$ cat config.mk
export PLATFORM = sky130hd
export DESIGN_NAME = codec_play_sched
export DESIGN_NICKNAME = d
export VERILOG_FILES = /design/src/rtl/codec_play_sched.sv
export SDC_FILE = /design/constraint.sdc
export NUM_CORES = 1
export LEC_CHECK = 0
export BUFFER_PORTS_ARGS = -buffer_cell sky130_fd_sc_hd__buf_2
export CORE_MARGIN = 10
export CORE_UTILIZATION = 55
export DETAILED_ROUTE_END_ITERATION = 12
export GPL_ROUTABILITY_DRIVEN = 0
export PLACE_DENSITY = 0.75
export REMOVE_ABC_BUFFERS = 1
export SYNTH_ARGS = -nofsm -noshare
export SYNTH_HDL_FRONTEND = slang
export SYNTH_HIERARCHICAL = 1
export SYNTH_SLANG_ARGS = --single-unit
export TNS_END_PERCENT = 1
$ cat constraint.sdc
create_clock -name clk -period 6.6 [get_ports clk]
set_clock_uncertainty 0.05 [all_clocks]
set_input_delay 1.32 -clock clk [delete_from_list [all_inputs] [get_ports clk]]
set_output_delay 1.32 -clock clk [all_outputs]
set_load 0.1 [all_outputs]
$ cat src/rtl/codec_play_sched.sv
// Playback scheduler for the codec sample slot: two buffered stereo producers,
// one pair selected per codec frame with priority, fallback and underrun handling.

module CodecPlayFifo #(
    parameter int DEPTH = 4
) (
    input  logic        clk,
    input  logic        rst_n,
    input  logic        i_en,
    input  logic        i_push_req,
    input  logic [15:0] i_push_lft,
    input  logic [15:0] i_push_rht,
    input  logic        i_pop,
    output logic        o_rdy,
    output logic        o_empty,
    output logic [15:0] o_head_lft,
    output logic [15:0] o_head_rht
);
    localparam int PTR_W = $clog2(DEPTH);
    localparam int CNT_W = PTR_W + 1;

    logic [PTR_W-1:0] r_wr_ptr;
    logic [PTR_W-1:0] r_rd_ptr;
    logic [CNT_W-1:0] r_count;
    logic [31:0]      r_mem [DEPTH];
    logic             w_push;
    logic             w_pop;

    // Readiness comes from the registered count, so a full FIFO refuses a push
    // even in a cycle where it is also being popped.
    assign o_rdy      = i_en & (r_count < CNT_W'(DEPTH));
    assign o_empty    = (r_count == '0);
    assign w_push     = i_push_req & o_rdy;
    assign w_pop      = i_pop & ~o_empty;
    assign o_head_lft = r_mem[r_rd_ptr][31:16];
    assign o_head_rht = r_mem[r_rd_ptr][15:0];

    always_ff @(posedge clk or negedge rst_n) begin
        if (!rst_n) begin
            r_wr_ptr <= '0;
            r_rd_ptr <= '0;
            r_count  <= '0;
        end else if (!i_en) begin
            r_wr_ptr <= '0;
            r_rd_ptr <= '0;
            r_count  <= '0;
        end else begin
            if (w_push) r_wr_ptr <= r_wr_ptr + 1'b1;
            if (w_pop)  r_rd_ptr <= r_rd_ptr + 1'b1;
            case ({w_push, w_pop})
                2'b10:   r_count <= r_count + 1'b1;
                2'b01:   r_count <= r_count - 1'b1;
                default: r_count <= r_count;
            endcase
        end
    end

    always_ff @(posedge clk) begin
        if (w_push) r_mem[r_wr_ptr] <= {i_push_lft, i_push_rht};
    end
endmodule

module codec_play_sched #(
    parameter int DEPTH  = 4,
    parameter int UCNT_W = 8
) (
    input  logic              clk,
    input  logic              rst_n,
    input  logic              en,
    input  logic              pri,
    input  logic              fallback_en,
    input  logic              hold_en,
    input  logic              codec_valid,
    input  logic              src0_vld,
    input  logic [15:0]       src0_lft,
    input  logic [15:0]       src0_rht,
    output logic              src0_rdy,
    input  logic              src1_vld,
    input  logic [15:0]       src1_lft,
    input  logic [15:0]       src1_rht,
    output logic              src1_rdy,
    output logic [15:0]       lft_out,
    output logic [15:0]       rht_out,
    output logic [1:0]        cur_src,
    output logic [UCNT_W-1:0] underrun_cnt,
    output logic              running
);
    typedef enum logic {WAIT_SYNC, RUN} state_t;

    state_t            r_state;
    state_t            w_next_state;
    logic              r_cv_d;
    logic              w_tick;
    logic              w_sel_tick;
    logic              w_pop0;
    logic              w_pop1;
    logic              w_underrun;
    logic              w_empty0;
    logic              w_empty1;
    logic [15:0]       w_head0_lft;
    logic [15:0]       w_head0_rht;
    logic [15:0]       w_head1_lft;
    logic [15:0]       w_head1_rht;
    logic [15:0]       r_lft;
    logic [15:0]       r_rht;
    logic [1:0]        r_cur;
    logic [UCNT_W-1:0] r_ucnt;

    CodecPlayFifo #(.DEPTH(DEPTH)) u_fifo0 (
        .clk        (clk),
        .rst_n      (rst_n),
        .i_en       (en),
        .i_push_req (src0_vld),
        .i_push_lft (src0_lft),
        .i_push_rht (src0_rht),
        .i_pop      (w_pop0),
        .o_rdy      (src0_rdy),
        .o_empty    (w_empty0),
        .o_head_lft (w_head0_lft),
        .o_head_rht (w_head0_rht)
    );

    CodecPlayFifo #(.DEPTH(DEPTH)) u_fifo1 (
        .clk        (clk),
        .rst_n      (rst_n),
        .i_en       (en),
        .i_push_req (src1_vld),
        .i_push_lft (src1_lft),
        .i_push_rht (src1_rht),
        .i_pop      (w_pop1),
        .o_rdy      (src1_rdy),
        .o_empty    (w_empty1),
        .o_head_lft (w_head1_lft),
        .o_head_rht (w_head1_rht)
    );

    // The delay flop resets high so a codec_valid already high at reset release is not a tick.
    assign w_tick     = codec_valid & ~r_cv_d;
    assign w_sel_tick = (r_state == RUN) & en & w_tick;

    always_ff @(posedge clk or negedge rst_n) begin
        if (!rst_n) begin
            r_state <= WAIT_SYNC;
            r_cv_d  <= 1'b1;
        end else begin
            r_state <= w_next_state;
            r_cv_d  <= codec_valid;
        end
    end

    always_comb begin
        w_next_state = r_state;
        if (!en) begin
            w_next_state = WAIT_SYNC;
        end else if (r_state == WAIT_SYNC && w_tick) begin
            w_next_state = RUN;
        end
    end

    always_comb begin
        w_pop0     = 1'b0;
        w_pop1     = 1'b0;
        w_underrun = 1'b0;
        if (w_sel_tick) begin
            if (!pri && !w_empty0) begin
                w_pop0 = 1'b1;
            end else if (pri && !w_empty1) begin
                w_pop1 = 1'b1;
            end else if (fallback_en && !pri && !w_empty1) begin
                w_pop1 = 1'b1;
            end else if (fallback_en && pri && !w_empty0) begin
                w_pop0 = 1'b1;
            end else begin
                w_underrun = 1'b1;
            end
        end
    end

    // Output pair and source tag only move on a selecting tick; disable forces mute.
    always_ff @(posedge clk or negedge rst_n) begin
        if (!rst_n) begin
            r_lft  <= '0;
            r_rht  <= '0;
            r_cur  <= 2'd2;
            r_ucnt <= '0;
        end else if (!en) begin
            r_lft <= '0;
            r_rht <= '0;
            r_cur <= 2'd2;
        end else if (w_pop0) begin
            r_lft <= w_head0_lft;
            r_rht <= w_head0_rht;
            r_cur <= 2'd0;
        end else if (w_pop1) begin
            r_lft <= w_head1_lft;
            r_rht <= w_head1_rht;
            r_cur <= 2'd1;
        end else if (w_underrun) begin
            if (hold_en) begin
                r_cur <= 2'd3;
            end else begin
                r_lft <= '0;
                r_rht <= '0;
                r_cur <= 2'd2;
            end
            if (r_ucnt != '1) r_ucnt <= r_ucnt + 1'b1;
        end
    end

    assign lft_out      = r_lft;
    assign rht_out      = r_rht;
    assign cur_src      = r_cur;
    assign underrun_cnt = r_ucnt;
    assign running      = (r_state == RUN);
endmodule

==> impl_metrics.json, run 1 <==
{
  "netlist_top_cells_area": "edfxtp_1 (63%), mux4_2 (12%), dfrtp_1 (11%), nand2_1 (2.3%), a22oi_1 (2.0%)",
  "cts_sinks": 314,
  "grt_antenna_before_repair": 2,
  "yosys.area_share.simple": 0.0538,
  "grt_overflow": 0,
  "p_per_area_mw_per_mm2": 301,
  "leakagePower_nw": 5.19,
  "slew_violations": 0,
  "worstMarginPinSlew_ps": 1020,
  "ys_ff_latch": 314,
  "yosys_warnings": 6,
  "netlist.area_leader.share": 0.628,
  "required_ps": 5230,
  "hp-class": "reg -> reg",
  "synth_common_cells": "edfxtp_1 (256), nand2_1 (74), mux4_2 (64)",
  "finalSetupViolations": 0,
  "syn_area_per_cell_um2": 19.3,
  "clk_pin_slew_worst_paths_ps": 50,
  "post-route-min-period_ps": 3760,
  "wirelength_um": 25300,
  "endpoint_kind": "output pin",
  "cts_resized": 0,
  "whs_ps": 407,
  "min-delay-start": "rht_out[1]",
  "numCtsBuffers": 34,
  "synth_compound_area_frac": 0.0365,
  "fin_setup_tns_ps": 0,
  "status": "finished, final reports clean",
  "synth_most_common_cell": "edfxtp_1",
  "drt-initial-drc-count": 481,
  "drtPass1Iterations": 5,
  "finalPower_mw": 4.26,
  "yosysTopAreaCell": "edfxtp_1",
  "num_rows": 54,
  "fillers": 1473,
  "crit_top_cell": "buf_2",
  "cts-root-buf": "clkbuf_16",
  "crit_path_max_fanout": 18,
  "yosysSeqAreaShare": 0.747,
  "clk_latency_ps": 490,
  "multi_input_area_mm2": 0.00290,
  "place_hpwl_um": 15400,
  "syn_to_final_growth_pct": 15.5,
  "portBuffers": 117,
  "cts_setup_buffers": 0,
  "die_w_um": 169,
  "dp.cells": 1010,
  "worst_setup_path_start_kind": "primary input",
  "grt_pass1_wl_um": 39500,
  "timing.final.crit_share": 0.569,
  "grt_pass1_vias": 7063,
  "clockBufferDepth": 3,
  "io_pins": 118,
  "dpl_worst_slack_ps": 2590,
  "wire_per_inst_um": 23.6,
  "synth_edf_count": 256,
  "synth-main-ff-cell": "edfxtp_1",
  "drc": 0,
  "cp.arrival_ps": 2390,
  "drive_gt1_frac": 0.325,
  "hold_buffers": 0,
  "rsz0062_at_grt": "no",
  "synth_top_family_by_area": "multiplexers",
  "ys_async_sr_fraction": 0.185,
  "synthAdderAreaFrac": 0.0125,
  "syn_inst": 635,
  "drv_cap": 0,
  "fp.dieH_um": 169,
  "nets": 850,
  "htreeDepth": 2,
  "track_usage": 0.179,
  "synth_area_mm2": 0.0122,
  "r2r-start": "u_fifo1/r_count[1]",
  "stdcell_count": 1071,
  "fmax_ghz": 0.266,
  "synthDistinctLibCells": 46,
  "die_area_mm2": 0.0286,
  "ir_worst_vdd_mv": 0.232,
  "final_hold_viol_count": 0,
  "via_per_inst": 5.90,
  "fin_ws_ps": 2840,
  "ant_nets": 0,
  "start_util": 0.559,
  "diodes": 0,
  "path_cells": "buf_2 -> inv_1 -> nor2_1 -> buf_2",
  "coreArea_mm2": 0.0219,
  "regArea_mm2": 0.00915,
  "vias": 6316,
  "max_stage_delay_ps": 450,
  "critical_path_class": "in -> out",
  "slowest_stage": "buf_2",
  "muxShareOfSynthArea": 0.120,
  "cp-startpoint": "en",
  "grt_max_degree": 59,
  "synth_xor_area_frac": 0.0130,
  "relSlewSlack": 0.315,
  "cts_tree": "done"
}
-- report_power, final --
part | internal [mW] | total (mW) | switching [mW]
Sequential | 2.21 | 2.24 | 0.0257
Combinational | 0.0671 | 0.241 | 0.174
Clock | 1.08 | 1.78 | 0.695
-- layout make-up --
type,instances,area share
well taps,280,0.0248
repair buffers,122,0.0443
multi-input cells,280,0.205
flip-flops and latches,314,0.647
inverters,14,0.00372
clock buffers,53,0.0682
clock inverters,8,0.00664
-- layer usage --
| metal | track usage | wire length, µm | up-vias |
|---|---|---|---|
| met5 | 0 | 34 | - |
| met4 | 0.0462 | 405 | 4 |
| li1 | - | - | 2777 |
| met3 | 0.0398 | 1570 | 44 |
| met1 | 0.211 | 9610 | 3276 |
| met2 | 0.323 | 13700 | 215 |
-- registers in the layout (all words and copies together), names as in the netlist, 3 cells and up --
signal           count
u_fifo1/r_count      3
lft_out             16
u_fifo1/r_mem      128
underrun_cnt         8
u_fifo0/r_count      3
rht_out             16
u_fifo0/r_mem      128
-- through the flow --
stage,util,area (µm²)
detailed placement,0.597,13100
floorplan,-,12100
global route,0.646,14100
CTS,0.646,14100
global placement,0.597,13100
finish,0.646,14100
-- path summary, 6_finish.rpt --
check	end	slack, ps	depth (start not counted)
max	src0_rdy	2840	4
min	rht_out[1]	410	2
max reg2reg	u_fifo0/r_count[1]	2910	10
min reg2reg	rht_out[1]	410	2
max in group asynchronous	u_fifo0/r_rd_ptr[0]	5070	1
min in group asynchronous	lft_out[6]	870	1
-- logic make-up (layout without fill, tap and decap cells) --
| family | Yosys count | count (layout) |
|---|---|---|
| flip-flops | 314 | 314 |
| AND/OR/NAND/NOR | 136 | 136 |
| multiplexers | 66 | 66 |
| AO/OA/AOI/OAI | 52 | 52 |
| buffers and inverters | 41 | 197 |
| XOR/XNOR | 15 | 15 |
| adder cells (fa/ha/maj) | 11 | 11 |
-- worst max-delay path: cells and delay by family --
family	cells	cell delay [ps]
buffers and inverters	3	930
and+or+nand+nor	1	130
-- layout by cell type (no fill, tap or decap), drive strengths merged, types with 3 or more instances in the layout --
master	instances
dfrtp	56
nand3	5
inv	15
o31ai	4
xor2	9
nand4	5
and2	8
nand2	74
edfxtp	256
mux4	64
nor3	8
and4	3
nor2	21
buf	122
xnor2	4
clkbuf	53
clkinv	4
a31oi	3
ha	9
o21ai	3
a22oi	32
No activity file was read; power rests on OpenSTA's default activity.
==> inputs of run 2 (changes only) <==
- CORE_UTILIZATION: 55 -> 53
- clock period: 6.6 -> 3.45 ns (I/O delays scaled with it)
==> run 2 against run 1 <==
Against the previous run: cell count increased by 1.7%; register-to-register slack worse by 2300 ps; power is 88% higher; first-iteration DRC count increased by 27%; worst setup slack got worse by 2200 ps; via count is 1.3% higher; critical path type is now reg -> reg.
==> impl_metrics.json, run 2 (same netlist as run 1, synthesis figures left out) <==
{
  "status": "finished, final reports clean",
  "num_rows": 55,
  "power_frac_comb": 0.059,
  "clk_latency_ps": 550,
  "place_hpwl_um": 16800,
  "multi_input_area_mm2": 0.00290,
  "worst_setup_path_start_kind": "flip-flop",
  "portBuffers": 117,
  "cts_setup_buffers": 0,
  "drt-initial-drc-count": 610,
  "seqPwrFrac": 0.535,
  "via_per_inst": 5.87,
  "io_pins": 118,
  "fp.dieH_um": 172,
  "syn_to_final_growth_pct": 16.1,
  "p_sw_frac": 0.215,
  "clk_pin_slew_worst_paths_ps": 60,
  "finalPower_mw": 8.00,
  "vias": 6395,
  "grt_pass1_wl_um": 39600,
  "ant_nets": 0,
  "grt_max_degree": 59,
  "leakagePower_nw": 5.25,
  "nets": 861,
  "grt_overflow": 0,
  "path_buf_inv": 1,
  "hold_buffers": 0,
  "final_cell_mix": "edfxtp_1 (256), buf_2 (116), nand2_1 (74)",
  "wirelength_um": 25900,
  "die_w_um": 172,
  "cts_tree": "done",
  "cts_sinks": 314,
  "finalSetupViolations": 0,
  "cts-root-buf": "clkbuf_16",
  "worstMarginPinSlew_ps": 936,
  "hp-class": "in -> async",
  "track_usage": 0.176,
  "slew_violations": 0,
  "p_per_area_mw_per_mm2": 563,
  "wire_per_inst_um": 23.8,
  "fmax_ghz": 0.351,
  "power.internal_mw": 6.28,
  "slowest_stage": "dfrtp_1",
  "ff2ff_setup_slack_ps": 600,
  "numCtsBuffers": 30,
  "cp.arrival_ps": 3210,
  "max_stage_delay_ps": 480,
  "switchingPower_mw": 1.72,
  "post-route-min-period_ps": 2850,
  "regArea_mm2": 0.00915,
  "rsz0062_at_grt": "no",
  "final_hold_viol_count": 0,
  "die_area_mm2": 0.0296,
  "relSlewSlack": 0.376,
  "drv_cap": 0,
  "htreeDepth": 1,
  "path_delay_family": "simple AND/OR/NAND/NOR gates",
  "clkPwrFrac": 0.406,
  "drtPass1Iterations": 5,
  "critical_path_class": "reg -> reg",
  "required_ps": 3810,
  "endpoint_kind": "flip-flop",
  "grt_pass1_vias": 7004,
  "start_util": 0.539,
  "coreArea_mm2": 0.0227,
  "grt_antenna_before_repair": 3,
  "drive_gt1_frac": 0.343,
  "timing.final.crit_share": 0.825,
  "drc": 0,
  "whs_ps": 183,
  "path_cells": "nor3_1 -> buf_4 -> nand2_1 -> a211oi_4 -> o31ai_4 -> nor2_1 -> fa_1 -> nand2_1 -> nor3_1 -> nand4bb_1",
  "ir_worst_vdd_mv": 0.383,
  "fillers": 1595,
  "final_common_cell": "edfxtp_1",
  "reg_top3": "u_fifo0/r_mem x128, u_fifo1/r_mem x128",
  "crit_path_max_fanout": 6,
  "clockBufferDepth": 3,
  "cts_resized": 0
}
[run 2: cell count changes in the layout (fill, tap and decap cells not counted), sizes merged]
cell	change
buf	+15
clkinvlp	-1
clkbuf	-8
diode	+4
clkinv	+4
inv	-1
[run 2: worst register-to-register path: cells and delay by family (launching register included)]
kind	cells	cell delay, ps
buf+inv	1	220
fa+ha+maj	1	480
flops	1	480
simple gates	6	980
compound gates	2	500
[run 2: final timing paths]
check                              startpoint  cells after the start                   to
min in group clk                  codec_valid                      1               r_cv_d
max reg2reg                u_fifo1/r_count[1]                     10   u_fifo0/r_count[1]
min reg2reg                        rht_out[3]                      2           rht_out[3]
max                        u_fifo1/r_count[1]                     10   u_fifo0/r_count[1]
min                                     rst_n                      1           rht_out[0]
max in group asynchronous               rst_n                      1  u_fifo0/r_rd_ptr[0]
[run 2: power by group through the flow]
stage | combinational, mW | sequential (mW) | clock, mW
floorplan | 0.170 | 4.46 | 0
global placement | 0.454 | 4.34 | 0
detailed placement | 0.477 | 4.35 | 0
CTS | 0.478 | 4.28 | 3.30
global route | 0.511 | 4.28 | 3.46
finish | 0.474 | 4.28 | 3.25
[run 2: layout make-up]
cell class	instances	share of cell area
diodes	4	0.000705
clock buffers	45	0.0625
clock inverters	10	0.00713
inverters	14	0.00370
multi-input cells	280	0.204
flip-flops and latches	314	0.644
well taps	285	0.0251
repair buffers	137	0.0528
[run 2: stage by stage]
step | instance area, µm² | setup WS [ps] | cells | utilization | setup TNS [ps]
CTS | 14200 | 618 | 1085 | 0.625 | 0
floorplan | 12100 | -485 | 608 | - | -883
detailed placement | 13200 | 367 | 1030 | 0.582 | 0
finish | 14200 | 602 | 1089 | 0.626 | 0
global route | 14200 | 436 | 1086 | 0.625 | 0
global placement | 13200 | 466 | 1030 | 0.582 | 0
[run 2: routing by layer]
metal / track usage / vias up / share of wire
met1: 0.223 / 3305 / 0.40
met2: 0.299 / 246 / 0.50
met3: 0.0406 / 37 / 0.081
met4: 0.0457 / 0 / 0.015
met5: 0 / - / 0
li1: - / 2807 / -
